--- config.mk ---
export PLATFORM = sky130hd
export DESIGN_NAME = uart_cmd_decoder
export DESIGN_NICKNAME = d
export VERILOG_FILES = /design/src/rtl/uart_cmd_decoder.sv
export SDC_FILE = /design/constraint.sdc
export NUM_CORES = 1
export LEC_CHECK = 0
export ABC_AREA = 1
export BUFFER_PORTS_ARGS = -buffer_cell sky130_fd_sc_hd__buf_2
export CORE_ASPECT_RATIO = 1.25
export CORE_UTILIZATION = 35
export DETAILED_ROUTE_END_ITERATION = 6
export HOLD_SLACK_MARGIN = 0.1
export PLACE_DENSITY_LB_ADDON = 0.05
export SETUP_SLACK_MARGIN = 0.1
export SYNTH_ARGS = -nofsm -noshare
export SYNTH_HDL_FRONTEND = slang
export SYNTH_SLANG_ARGS = --single-unit
--- constraint.sdc ---
create_clock -name clk -period 2.4 [get_ports clk]
set_clock_uncertainty 0.05 [all_clocks]
set_input_delay 0 -clock clk [delete_from_list [all_inputs] [get_ports clk]]
set_output_delay 0 -clock clk [all_outputs]
set_load 0.005 [all_outputs]
--- src/rtl/uart_cmd_decoder.sv ---
`timescale 1ns/1ps
`default_nettype none
// ============================================================================
// uart_cmd_decoder : byte FIFO + FSM turning UART command bytes into pulses
// Revision: 1.0
// ============================================================================
module uart_cmd_decoder #(
  parameter int DEPTH = 8,
  parameter int ECHO  = 1
) (
  input  logic                     clk,
  input  logic                     rst,
  input  logic [7:0]               rx_data,
  input  logic                     rx_done,
  input  logic                     tx_busy,
  input  logic                     tx_done,
  output logic                     run_stop,
  output logic                     clear,
  output logic                     mode,
  output logic [7:0]               tx_data,
  output logic                     start_trigger,
  output logic [$clog2(DEPTH):0]   fifo_count,
  output logic                     overflow
);

  localparam int PTR_W = $clog2(DEPTH);
  localparam logic [PTR_W:0]   FULL_CNT = (PTR_W+1)'(DEPTH);
  localparam logic [PTR_W:0]   CNT_ONE  = (PTR_W+1)'(1);
  localparam logic [PTR_W-1:0] PTR_ONE  = PTR_W'(1);

  typedef enum logic [1:0] {
    IDLE   = 2'd0,
    DECODE = 2'd1,
    SEND   = 2'd2,
    WAIT   = 2'd3
  } state_t;

  state_t           state_q, state_d;
  logic [PTR_W-1:0] wr_ptr_q, wr_ptr_d, rd_ptr_q, rd_ptr_d;
  logic [PTR_W:0]   count_q, count_d;
  logic [7:0]       mem_q [DEPTH];
  logic [7:0]       mem_d [DEPTH];
  logic [7:0]       cmd_q, cmd_d;
  logic             overflow_q, overflow_d;
  logic             run_stop_q, run_stop_d;
  logic             clear_q, clear_d;
  logic             mode_q, mode_d;
  logic             start_q, start_d;
  logic             push, pop;
  logic [7:0]       head;

  // Fullness is judged on the registered count, so a same-cycle pop never frees a slot.
  assign push = rx_done && (count_q != FULL_CNT);
  assign head = mem_q[rd_ptr_q];

  always_comb begin
    state_d    = state_q;
    cmd_d      = cmd_q;
    run_stop_d = 1'b0;
    clear_d    = 1'b0;
    mode_d     = 1'b0;
    start_d    = 1'b0;
    pop        = 1'b0;

    case (state_q)
      IDLE: begin
        if (count_q != '0) begin
          pop     = 1'b1;
          cmd_d   = head;
          state_d = DECODE;
          // Pulses are registered on the IDLE->DECODE edge so they sit in DECODE.
          case (head)
            8'h52, 8'h72: run_stop_d = 1'b1;
            8'h43, 8'h63: clear_d    = 1'b1;
            8'h4D, 8'h6D: mode_d     = 1'b1;
            default: ;
          endcase
        end
      end
      DECODE: state_d = (ECHO != 0) ? SEND : IDLE;
      SEND: begin
        if (!tx_busy) begin
          start_d = 1'b1;
          state_d = WAIT;
        end
      end
      WAIT: begin
        if (tx_done) state_d = IDLE;
      end
      default: state_d = IDLE;
    endcase
  end

  always_comb begin
    for (int i = 0; i < DEPTH; i++) mem_d[i] = mem_q[i];
    wr_ptr_d   = wr_ptr_q;
    rd_ptr_d   = rd_ptr_q;
    count_d    = count_q;
    overflow_d = overflow_q | (rx_done & ~push);
    if (push) begin
      mem_d[wr_ptr_q] = rx_data;
      wr_ptr_d        = wr_ptr_q + PTR_ONE;
    end
    if (pop) rd_ptr_d = rd_ptr_q + PTR_ONE;
    case ({push, pop})
      2'b10:   count_d = count_q + CNT_ONE;
      2'b01:   count_d = count_q - CNT_ONE;
      default: count_d = count_q;
    endcase
  end

  always_ff @(posedge clk or negedge rst) begin
    if (!rst) begin
      state_q    <= IDLE;
      wr_ptr_q   <= '0;
      rd_ptr_q   <= '0;
      count_q    <= '0;
      cmd_q      <= 8'h00;
      overflow_q <= 1'b0;
      run_stop_q <= 1'b0;
      clear_q    <= 1'b0;
      mode_q     <= 1'b0;
      start_q    <= 1'b0;
    end else begin
      state_q    <= state_d;
      wr_ptr_q   <= wr_ptr_d;
      rd_ptr_q   <= rd_ptr_d;
      count_q    <= count_d;
      cmd_q      <= cmd_d;
      overflow_q <= overflow_d;
      run_stop_q <= run_stop_d;
      clear_q    <= clear_d;
      mode_q     <= mode_d;
      start_q    <= start_d;
    end
  end

  // Storage needs no reset: the pointers and count decide what is valid.
  always_ff @(posedge clk) begin
    for (int i = 0; i < DEPTH; i++) mem_q[i] <= mem_d[i];
  end

  assign run_stop      = run_stop_q;
  assign clear         = clear_q;
  assign mode          = mode_q;
  assign start_trigger = start_q;
  assign tx_data       = cmd_q;
  assign fifo_count    = count_q;
  assign overflow      = overflow_q;

endmodule
`default_nettype wire

==> flow_metrics.py <==
metrics = {
    "worst_setup_path": {
        "start_kind": "flop",
        "worstReg2RegEnd": "fifo_count[2]",
        "cp_max_fo": 10,
        "r2r_start": "fifo_count[0]",
        "worst_ep_required_time_ns": 2.56,
        "arrival_ns": 2.24,
        "rr_worst_depth": 10,
        "crit_type": "flop to flop",
        "end_kind": "flop",
        "ff2ff_setup_slack_ns": 0.32,
    },
    "routing": {
        "drc": 10,
        "dr.pass1.iters": 6,
        "vias": 2681,
        "routed_wl_mm": 8.98,
        "routed_via_density": 4.53,
        "antenna_left": 0,
        "drt_iter0_drc": 142,
        "wire_per_inst_um": 15.2,
    },
    "clocking": {
        "cts_htree_levels": 3,
        "insertion_delay_ns": 0.34,
        "cts_buffers": 9,
        "tritoncts": "done",
        "cts_sinks": 89,
        "clock-root-buffer": "clkbuf_16",
        "clock_path_buffers": 2,
        "clk_pin_slew_ns": 0.06,
    },
    "sta": {
        "slew_headroom_pct": 59.3,
        "worst_pin_slew_ns": 0.611,
        "fmax_mhz": 481,
        "layout_setup_ws_ns": 0.320,
        "slew_viol_final": 0,
        "hold_violations": 0,
        "tns_ns": 0,
        "timing.hold.ws_ns": 0.142,
        "period_needed_ns": 2.08,
        "rsz0062_at_grt": "false",
        "fin_crit_sh_pct": 86.7,
        "finalSetupViolCount": 0,
    },
    "final_layout": {
        "final_nets": 473,
        "final_cells": 592,
        "final_layout_size_suffix_gt1_share_pct": 13.6,
        "antennaDiodeCount": 0,
        "syn_to_final_growth_pct": 18.3,
        "final_area_sq_um": 4740,
        "final_core_util_pct": 42.6,
    },
    "logic_synthesis": {
        "yosysMostFrequentCell": "nand2_1",
        "synth-main-ff-cell": "edfxtp_1",
        "yosys.cell_types.count": 28,
        "netlist_top_cells_count": "nand2_1, edfxtp_1, inv_1",
        "synth-edff-count": 64,
        "ys_ff_latch": 89,
        "synthCells": 401,
        "synth_top_area_share_pct": 47.9,
        "synth_largest_area_cell": "edfxtp_1",
        "synth_area_leaders": "edfxtp_1, dfrtp_1, nand2_1, inv_1, nand3_1",
        "syn_area_sq_um": 4010,
        "avgSynthCellArea_sq_um": 10.0,
        "seq_area_frac_synth_pct": 63.5,
        "async_reset_ff_share_pct": 28.1,
        "ys_warn_count": 0,
        "synth_nets": 422,
    },
    "status": {
        "violations": "design-rule violations",
        "status": "finished, violations left",
    },
    "grt": {
        "globalRoute.busiestLayer": "met2",
        "met3_usage_pct": 3.33,
        "grt_pass1_vias": 2582,
        "grtUsageMet2_pct": 29.1,
        "grt_antenna_before_repair": 0,
        "met1_usage_pct": 19.3,
        "overflow": 0,
        "grt_max_degree": 34,
        "grt_pass1_wl_mm": 14.1,
        "track_usage_pct": 16.4,
    },
    "floorplanning": {
        "core-area_sq_um": 11100,
        "dieArea_sq_um": 11900,
        "start_util_pct": 36.0,
        "rows": 43,
        "io_pins": 30,
        "die_h_um": 122,
        "die-width_um": 97.7,
    },
    "placed_design": {
        "place_inst": 564,
        "dp_hpwl_mm": 5.78,
        "placed_area_sq_um": 4300,
        "dp_slack_ns": 0.266,
        "io_buffer_count": 29,
        "place.gp.congestion": 0.739,
    },
    "pwr": {
        "design_power_total_mw": 5.88,
        "power_density_nw_per_um2": 1240,
        "ir_drop_mv": 0.355,
        "p_leak_nw": 2.17,
    },
    "run": {
        "max_cap_viol_count": 0,
    },
    "hold_path": {
        "hp-class": "input port to async pin",
    },
}
## worst max-delay path, stage by stage (launching register included)
cell and delay (ns):
dfrtp_1 0.44, nor2_2 0.17, nand2_1 0.08, o21ai_2 0.14, inv_2 0.12, ha_1 0.24, xor2_1 0.17, ha_1 0.19
a21oi_1 0.15, xnor2_1 0.13, o21ai_0 0.08
## area by class of cell
| cell class | instances | area [sq um] |
|---|---|---|
| fillers | 1103 | 6390 |
| flip-flops and latches | 89 | 2550 |
| multi-input cells | 232 | 1100 |
| repair buffers | 53 | 355 |
| inverters | 67 | 259 |
| clock buffers | 11 | 233 |
| well taps | 135 | 169 |
| clock inverters | 5 | 80.1 |
## placed cells by master (no fill, tap or decap), types with 2 or more instances in the layout
master	Yosys	layout
nand2_2	1	2
nand2_1	117	116
xnor2_1	3	3
ha_1	8	8
nor2_1	27	26
bufinv_16	0	2
o21ai_0	17	17
a31oi_1	2	2
nand4_1	3	3
clkbuf_1	0	2
edfxtp_1	64	64
xor2_1	4	4
inv_1	64	64
dlygate4sd3_1	0	12
buf_4	5	12
buf_2	3	29
dfrtp_1	25	25
nand3_1	40	40
clkbuf_16	0	9
a21oi_1	2	2
## layer usage
metal  part of all wire, %  wire length (um)
met1                    44              3970
met2                    51              4590
met3                   2.5               224
met4                   2.2               202
met5                     0                 0
## cell families after synthesis
| family | after synthesis | synth area share (%) |
|---|---|---|
| compound gates | 27 | 3.84 |
| buf+inv | 80 | 9.18 |
| fa+ha+maj | 8 | 2.50 |
| xor+xnor | 7 | 1.53 |
| simple gates | 190 | 19.4 |
| flops | 89 | 63.5 |
## where the power goes
part           internal, mW  switching [mW]
Combinational         0.757            1.39
Sequential             2.01           0.247
Clock                 0.911           0.565
## registers in the layout (all words and copies together) (netlist names)
| register | cells |
|---|---|
| rd_ptr_q | 3 |
| mem_q | 64 |
| overflow | 1 |
| state_q | 2 |
| mode | 1 |
| start_trigger | 1 |
| wr_ptr_q | 3 |
| fifo_count | 4 |
| tx_data | 8 |
| clear | 1 |
| run_stop | 1 |
## how the worst max path moves through the flow
stage | from | depth (start not counted) | end
2_1_floorplan | fifo_count[0] | 10 | fifo_count[2]
3_3_place_gp | fifo_count[0] | 10 | fifo_count[3]
3_5_place_dp | fifo_count[0] | 10 | fifo_count[3]
4_1_cts | fifo_count[0] | 10 | fifo_count[3]
5_1_grt | fifo_count[0] | 11 | fifo_count[3]
6_report | fifo_count[0] | 10 | fifo_count[2]
## what timing repair did
item | in CTS | in global routing
resized for setup | 0 | 2
setup buffers | 0 | 0
setup endpoints to repair | 0 | 2
hold endpoints to repair | 96 | 0
hold buffers | 12 | 0
Note: power is estimated with default switching activity, not from simulation.
